`src/rtl/ft245_pkg.sv`:
```
// Shared definitions for the FT245 receive path: word width, idle-timeout default
// and the out_count encoding (1..4 valid bytes, 0 = no word).
package ft245_pkg;

  localparam int FT245_RX_WORD_W        = 32;
  localparam int FT245_IDLE_TIMEOUT_DEF = 16;

  typedef logic [2:0] ft245_count_t;

  localparam ft245_count_t FT245_CNT_NONE = 3'd0;
  localparam ft245_count_t FT245_CNT_FULL = 3'd4;

  // Byte lane for the next byte; big-endian mirrors lane n to lane 3-n.
  function automatic logic [1:0] ft245_lane_sel(input logic [1:0] lane, input logic big_endian);
    return big_endian ? ~lane : lane;
  endfunction

endpackage

```
`src/rtl/ft245_byte_packer.sv`:
```
// Packs the FT245 receive byte stream into 32-bit words for the receive async FIFO.
// Partial words are flushed on a new frame, on idle timeout, or on request.
module ft245_byte_packer
  import ft245_pkg::*;
#(
  parameter int IDLE_TIMEOUT = FT245_IDLE_TIMEOUT_DEF,
  parameter bit BIG_ENDIAN   = 1'b0
) (
  input  logic                       ftdi_clk,
  input  logic                       rst,
  input  logic                       in_valid,
  output logic                       in_ready,
  input  logic [7:0]                 in_data,
  input  logic                       in_sof,
  input  logic                       flush,
  output logic                       out_wr,
  input  logic                       out_full,
  output logic [FT245_RX_WORD_W-1:0] out_data,
  output logic                       out_sof,
  output ft245_count_t               out_count,
  output logic [15:0]                frame_count
);

  localparam logic [7:0] IDLE_TC = 8'(IDLE_TIMEOUT);

  logic [FT245_RX_WORD_W-1:0] acc;
  ft245_count_t               lanes;
  logic                       acc_sof;
  logic                       out_valid;
  logic                       flush_pend;
  logic [7:0]                 idle_cnt;

  logic       held;
  logic       full_word;
  logic       sof_break;
  logic       accept;
  logic       out_free;
  logic       flush_now;
  logic       commit_req;
  logic       commit;
  logic [1:0] lane_sel;

  always_comb begin
    held       = (lanes != FT245_CNT_NONE);
    full_word  = (lanes == FT245_CNT_FULL);
    // A frame-start byte waits one cycle so it never joins an older partial word.
    sof_break  = in_valid && in_sof && held;
    in_ready   = !rst && !full_word && !sof_break;
    accept     = in_valid && in_ready;
    out_wr     = !rst && out_valid && !out_full;
    out_free   = !out_valid || out_wr;
    flush_now  = held && (flush || flush_pend);
    commit_req = full_word || flush_now || (held && ((idle_cnt == IDLE_TC) || sof_break));
    // An accepted byte always lands first; a coincident flush commits next cycle.
    commit     = out_free && !accept && commit_req;
    lane_sel   = ft245_lane_sel(lanes[1:0], BIG_ENDIAN);
  end

  always_ff @(posedge ftdi_clk) begin
    if (rst) begin
      acc         <= '0;
      lanes       <= FT245_CNT_NONE;
      acc_sof     <= 1'b0;
      idle_cnt    <= 8'd0;
      flush_pend  <= 1'b0;
      out_valid   <= 1'b0;
      out_data    <= '0;
      out_sof     <= 1'b0;
      out_count   <= FT245_CNT_NONE;
      frame_count <= 16'd0;
    end else begin
      if (out_wr && out_sof) begin
        frame_count <= frame_count + 16'd1;
      end

      if (commit) begin
        out_data   <= acc;
        out_sof    <= acc_sof;
        out_count  <= lanes;
        out_valid  <= 1'b1;
        acc        <= '0;
        lanes      <= FT245_CNT_NONE;
        acc_sof    <= 1'b0;
        flush_pend <= 1'b0;
      end else begin
        if (out_wr) begin
          out_valid <= 1'b0;
        end
        if (flush_now) begin
          flush_pend <= 1'b1;
        end
        if (accept) begin
          acc[{lane_sel, 3'b000} +: 8] <= in_data;
          if (!held) begin
            acc_sof <= in_sof;
          end
          lanes <= lanes + 3'd1;
        end
      end

      if (commit || accept || !held) begin
        idle_cnt <= 8'd0;
      end else if (idle_cnt != IDLE_TC) begin
        idle_cnt <= idle_cnt + 8'd1;
      end
    end
  end

endmodule

```
`config.mk`:
```
export PLATFORM = sky130hd
export DESIGN_NAME = ft245_byte_packer
export DESIGN_NICKNAME = d
export VERILOG_FILES = /design/src/rtl/ft245_pkg.sv /design/src/rtl/ft245_byte_packer.sv
export SDC_FILE = /design/constraint.sdc
export NUM_CORES = 1
export LEC_CHECK = 0
export BUFFER_PORTS_ARGS = -buffer_cell sky130_fd_sc_hd__buf_2
export CORE_AREA = 2 2 87 122
export CTS_CLUSTER_DIAMETER = 50
export DETAILED_ROUTE_END_ITERATION = 10
export DIE_AREA = 0 0 89 124
export SLEW_MARGIN = 20
export SYNTH_ARGS = -nofsm -noshare
export SYNTH_HDL_FRONTEND = slang
export SYNTH_SLANG_ARGS = --single-unit
```
`constraint.sdc`:
```
create_clock -name ftdi_clk -period 2.75 [get_ports ftdi_clk]
set_input_delay 0.1375 -clock ftdi_clk [delete_from_list [all_inputs] [get_ports ftdi_clk]]
set_output_delay 0.1375 -clock ftdi_clk [all_outputs]
set_load 0.005 [all_outputs]
```
==> out/summary.txt, run 1 <==
result of the run -> finished clean
Placed Cells incl. Taps -> 663
Clock Sink Count -> 98
Synth async-reset ratio -> 0%
final HPWL from detailed placement -> 6.57 mm
compound-cell area share of the yosys netlist -> 8.12%
hold crit path type -> in -> reg
Std-Cell Core Area -> 9900 µm²
Clock Latency Late Sink -> 0.35 ns
chip height -> 124 µm
average size of a mapped cell -> 8.70 µm²
cell family with most CP delay -> simple AND/OR/NAND/NOR gates
Worst VDD drop -> 356 µV
count of flip-flops with a built-in enable after synthesis -> 0
power density relative to cell area -> 629 nW/µm²
final critical path time including I/O delays and setup -> 2.37 ns
arrival time at the worst endpoint -> 2.64 ns
pin slew with the least headroom to its limit -> 0.848 ns
CP required -> 3.02 ns
number of warnings reported in the yosys synthesis log -> 0
pin count of the biggest net entering global routing -> 72
Worst Clk Skew -> 0.00780 ns
hold bufs inserted after CTS -> 0
post-synth top area share -> 47.9%
Worst Setup End Kind -> flop
cell area after synthesis -> 4100 µm²
commonest cells after routing, fill and taps aside -> nand2_1, dfxtp_1, buf_2, a21oi_1, mux2i_1
total area of multi-input combinational cells -> 2000 µm²
TNS Setup -> 0 ns
via count -> 3506
Bufs and invs on worst path -> 2
most used flip-flop cell after synthesis -> dfxtp_1
number of synthesized register bits -> 98
hold violation total from the final report -> 0
number of I/O pins -> 68
clock tree from TritonCTS -> built
critical path cell sequence -> inv_1, ha_1, nor2b_1, a311o_1, nor2_4, buf_4, mux2i_1
Placed Instance Area -> 4610 µm²
initial core utilization -> 41.4%
Final Instance Count excl. Fillers -> 680
gr ovfl total -> 0
top cell type by total area after synthesis -> dfxtp_1
critical path peak fanout -> 13
diode count -> 0
floorplan row count -> 43
antenna violations before repair -> 1
mux contribution to synthesized area -> 8.79%
wire length of the first global-routing pass -> 15.0 mm
Final Util -> 50.1%
via count normalized by instance count -> 5.16
number of library cell types mapped by synthesis -> 40
average wire per cell in the routed design -> 13.7 µm
worst rel slew slack -> 43.4%
share of the cycle needed by the critical path after routing -> 86.3%
cell with the biggest individual delay on the critical path -> nor2_4
static leakage power -> 1.87 nW
cts bufs inserted -> 9
Critical Path Source Type -> flop
post-route design area -> 4950 µm²
startpoint-to-endpoint class of the critical path -> reg -> reg
Max H-tree Level -> 3
fraction of layout instances using a drive strength above 1 -> 20.0%
RSZ-0062 raised after global routing -> false
detailed router's first-iteration violation count -> 129
XOR/XNOR share of the synthesized area -> 4.06%
Clk pin slew, worst setup/hold paths -> 0.07 ns
number of buffers between clock root and the deepest sink -> 2
Max Clk Rate -> 421 MHz
Clock Root Buffer -> clkbuf_16
final setup fails -> 0
remaining design rule violation count -> 0
cells taking the most area after synthesis -> dfxtp_1, nand2_1, mux2i_1, a21oi_1, nand4_1
global placer's final weighted congestion -> 0.836
count of buffers added by post-CTS timing repair for setup -> 0
Antenna Nets Post-Route -> 0
area share of fa/ha/maj cells after synthesis -> 2.44%
die extent in x -> 89 µm
Post-layout nets -> 562
layout overhead on the synthesized area -> 20.9%
max_cap viols -> 0
main combinational cell family by area after synthesis -> simple AND/OR/NAND/NOR gates
wirelength, routed -> 9.35 mm
sequential cell area in the final layout -> 1960 µm²
most common library cell in the layout ignoring fill and taps -> nand2_1
synthesized-area fraction occupied by and/or/nand/nor cells -> 24.9%
number of pins exceeding their max-slew limit in the final report -> 0
count of port buffers added during placement -> 67
detailed-routing iteration count for the pre-antenna-repair pass -> 4
Post-Syn Nets -> 493
vias in the first global route -> 3244
sequential share of the synthesized area -> 47.9%
DIE AREA -> 11000 µm²
Layout fillers -> 992
largest incremental delay on the critical path -> 0.50 ns
Global Route Usage Sum -> 17.4%
number of instances in the synthesized netlist -> 471
## power breakdown
| part | switching (mW) | internal, mW |
|---|---|---|
| combinational | 0.181 | 0.102 |
| sequential | 0.0119 | 1.44 |
| clock | 0.532 | 0.851 |
| total | 0.725 | 2.39 |
## final timing paths
check | startpoint | endpoint | slack (ns) | cells past startpoint
hold reg to reg | out_data[5]$_SDFFE_PP0P_ | out_data[5]$_SDFFE_PP0P_ | 0.45 | 2
setup / recovery | lanes[1]$_SDFFE_PP0P_ | out_data[23]$_SDFFE_PP0P_ | 0.38 | 7
hold / removal | flush | flush_pend$_SDFFE_PP0P_ | 0.06 | 3
setup reg to reg | lanes[1]$_SDFFE_PP0P_ | out_data[23]$_SDFFE_PP0P_ | 0.38 | 7
## state kept, by name, summed over array words and instances, names as in the netlist
register and count:
lanes 3, frame_count 16, idle_cnt 8, out_sof 1, acc_sof 1, out_data 32, out_valid 1, acc 32
flush_pend 1, out_count 3
## cells by family (layout without fill, tap and decap cells)
family | count (synthesis) | count (layout)
and+or+nand+nor | 216 | 217
buffers and inverters | 36 | 109
xor gates and xnor gates | 19 | 19
adders and majority gates | 8 | 8
AOI/OAI and AO/OA | 58 | 58
muxes | 36 | 36
DFF | 98 | 98
## Yosys cell counts, drive strengths merged (2+ instances only)
master / instances
o21a: 2
dfxtp: 98
xnor2: 10
nor2b: 2
nand2: 107
buf: 14
nor4: 4
ha: 8
a21oi: 42
nand3: 21
nor3b: 2
and3: 5
nor2: 22
inv: 10
xor2: 9
or4: 2
or3b: 2
clkbuf: 12
or3: 7
nand4: 31
a21boi: 2
mux2i: 36
o21ai: 7
nor3: 7
## per-layer routing
| metal | global-route usage (%) | part of all wire, % | vias up |
|---|---|---|---|
| li1 | - | - | 1766 |
| met1 | 21.5 | 44 | 1648 |
| met2 | 28.3 | 49 | 76 |
| met3 | 4.90 | 5.3 | 14 |
| met4 | 6.81 | 1.8 | 2 |
| met5 | 0 | 0.14 | - |
## worst reg2reg max path, stage by stage, from the launching register on
cell and delay, ns:
dfxtp_1 0.40, inv_1 0.11, ha_1 0.25, nor2b_1 0.18
a311o_1 0.36, nor2_4 0.50, buf_4 0.28, mux2i_1 0.22
## stage by stage
| stage | hold slack (ns) | worst slack, ns | power, mW |
|---|---|---|---|
| after CTS | 0.0528 | 0.132 | 3.15 |
| final | 0.0595 | 0.376 | 3.11 |
| after global placement | 0.408 | 0.295 | 1.75 |
| after floorplan | 0.273 | 0.518 | 1.67 |
| after detailed placement | 0.420 | 0.165 | 1.76 |
| after global routing | 0.0651 | 0.243 | 3.23 |
## cell type report
class / count / area share [%]
flip-flops and latches: 98 / 39.6
clock buffers: 11 / 5.10
inverters: 10 / 0.758
repair buffers: 83 / 9.19
clock inverters: 5 / 1.67
well taps: 135 / 3.41
multi-input cells: 338 / 40.3
## what timing repair did
action | CTS | global route
resized for setup | 0 | 0
hold endpoints to repair | 0 | 0
endpoints found under the setup margin | 0 | 5
No activity file was read; power rests on OpenSTA's default activity.
==> inputs of run 2 (changes only) <==
- RECOVER_POWER: not set -> 25
==> out/summary.txt, run 2 (same netlist as run 1, synthesis figures left out) <==
Flop pwr share -> 46.4% (about the same)
pin slew with the least headroom to its limit -> 0.849 ns (+0.00132 ns)
pin count of the biggest net entering global routing -> 72 (unchanged)
Layout fillers -> 1004 (+1.2%)
max_cap viols -> 0 (unchanged)
Max Clk Rate -> 422 MHz (+0.11%)
initial core utilization -> 41.4% (unchanged)
layout overhead on the synthesized area -> 20.3%
Worst Clk Skew -> 0.00868 ns (+0.000883 ns)
chip height -> 124 µm (unchanged)
Gate power share -> 9.1% (about the same)
Std-Cell Core Area -> 9900 µm² (unchanged)
worst rel slew slack -> 43.4% (-0.088 points)
switching power of the nets -> 0.729 mW (+0.59%)
result of the run -> finished clean
final hold slack -> 0.0587 ns (-0.000796 ns)
Antenna Nets Post-Route -> 0 (unchanged)
Max H-tree Level -> 3 (unchanged)
final setup fails -> 0 (unchanged)
WL met1 -> 4.07 mm (about the same)
setup slack on the worst flop-to-flop path -> 0.38 ns (about the same)
TNS Setup -> 0 ns (unchanged)
RSZ-0062 raised after global routing -> false
static leakage power -> 1.79 nW (-4.2%)
number of I/O pins -> 68 (unchanged)
Post-layout nets -> 562 (unchanged)
vias in the first global route -> 3244 (unchanged)
average wire per cell in the routed design -> 13.8 µm (+0.48%)
Clock Latency Late Sink -> 0.35 ns (about the same)
critical path peak fanout -> 13 (unchanged)
hold violation total from the final report -> 0 (unchanged)
final critical path time including I/O delays and setup -> 2.37 ns (-0.00263 ns)
startpoint-to-endpoint class of the critical path -> reg -> reg
cts bufs inserted -> 9 (unchanged)
Final Util -> 49.8% (-0.23 points)
detailed-routing iteration count for the pre-antenna-repair pass -> 4 (unchanged)
count of port buffers added during placement -> 67 (unchanged)
antenna violations before repair -> 1 (unchanged)
Clk pin slew, worst setup/hold paths -> 0.07 ns (about the same)
met3 WL post-DR -> 552 µm (+11%)
via count normalized by instance count -> 5.20 (+0.77%)
count of buffers added by post-CTS timing repair for setup -> 0 (unchanged)
Clock Sink Count -> 98 (unchanged)
power share of the clock group -> 44.5% (about the same)
number of pins exceeding their max-slew limit in the final report -> 0 (unchanged)
fraction of layout instances using a drive strength above 1 -> 16.7% (-3.3 points)
post-CTS sizing -> 0 (unchanged)
via count -> 3533 (+0.77%)
Clock Root Buffer -> clkbuf_16
power density relative to cell area -> 632 nW/µm² (+0.59%)
Critical Path Source Type -> flop
DR top layer -> met5
wirelength, routed -> 9.39 mm (+0.48%)
global placer's final weighted congestion -> 0.836 (unchanged)
number of buffers between clock root and the deepest sink -> 2 (unchanged)
DIE AREA -> 11000 µm² (unchanged)
diode count -> 0 (unchanged)
Internal -> 2.39 mW (about the same)
Worst VDD drop -> 355 µV (-0.23%)
wire length of the first global-routing pass -> 15.0 mm (unchanged)
Power, Total -> 3.12 mW (+0.13%)
clock tree from TritonCTS -> built
CP required -> 3.02 ns (about the same)
switching part of the total -> 23.4% (+0.11 points)
arrival time at the worst endpoint -> 2.64 ns (about the same)
largest registers ranked by flip-flop count -> acc: 32 flops, out_data: 32 flops, frame_count: 16 flops
commonest cells after routing, fill and taps aside -> nand2_1, dfxtp_1, buf_2, a21oi_1, mux2i_1
Worst Setup End Kind -> flop
final HPWL from detailed placement -> 6.57 mm (unchanged)
floorplan row count -> 43 (unchanged)
most common library cell in the layout ignoring fill and taps -> nand2_1
detailed router's first-iteration violation count -> 118 (-8.5%)
gr ovfl total -> 0 (unchanged)
Global Route Usage Sum -> 17.4% (unchanged)
wire length on met2 -> 4.57 mm (-0.63%)
share of the cycle needed by the critical path after routing -> 86.2% (-0.096 points)
hold crit path type -> in -> reg
remaining design rule violation count -> 0 (unchanged)
die extent in x -> 89 µm (unchanged)
## run 2: cell count changes in the layout (fill, tap and decap cells not counted)
cell	before	now
buf_2	67	49
clkbuf_1	0	18
## run 2: area by class of cell
class / instances / area, µm² / share of cell area [%]
inverter: 10 / 37.5 / 0.761
timing repair buffer: 83 / 433 / 8.78
clock inverter: 5 / 82.6 / 1.67
multi-input combinational: 338 / 2000 / 40.5
sequential: 98 / 1960 / 39.8
tap: 135 / 169 / 3.42
clock buffer: 11 / 253 / 5.12
## run 2: metrics by stage
stage | cells | instance area (µm²) | setup WS, ns
CTS | 679 | 4950 | 0.132
global route | 680 | 4930 | 0.243
floorplan | 471 | 4100 | 0.518
finish | 680 | 4930 | 0.379
detailed placement | 663 | 4610 | 0.165
global placement | 663 | 4610 | 0.295
## run 2: timing repair
action                                  4_1_cts  5_1_grt
endpoints found under the hold margin         0        0
hold buffers                                  0        0
endpoints found under the setup margin        0        5
## run 2: routing by layer
metal	track usage, %	vias to the layer above
met2	28.3	93
met5	0	-
met4	6.81	2
li1	-	1765
met3	4.90	14
met1	21.5	1659
## run 2: critical path, stage by stage (launching register included)
cell	delay (ns)
dfxtp_1	0.41
inv_1	0.10
ha_1	0.25
nor2b_1	0.18
a311o_1	0.36
nor2_4	0.50
buf_4	0.28
mux2i_1	0.21
## run 2: final timing paths
kind         depth (start not counted)                     start                   endpoint
max                                  7     lanes[1]$_SDFFE_PP0P_  out_data[15]$_SDFFE_PP0P_
min                                  3                     flush    flush_pend$_SDFFE_PP0P_
max reg2reg                          7     lanes[1]$_SDFFE_PP0P_  out_data[15]$_SDFFE_PP0P_
min reg2reg                          2  out_data[5]$_SDFFE_PP0P_   out_data[5]$_SDFFE_PP0P_
## run 2: power by group through the flow
stage / clock [mW] / sequential [mW] / combinational [mW]
4_1_cts: 1.43 / 1.45 / 0.278
6_report: 1.39 / 1.45 / 0.283
5_1_grt: 1.47 / 1.45 / 0.309
3_5_place_dp: 0 / 1.48 / 0.277
3_3_place_gp: 0 / 1.48 / 0.275
2_1_floorplan: 0 / 1.48 / 0.193
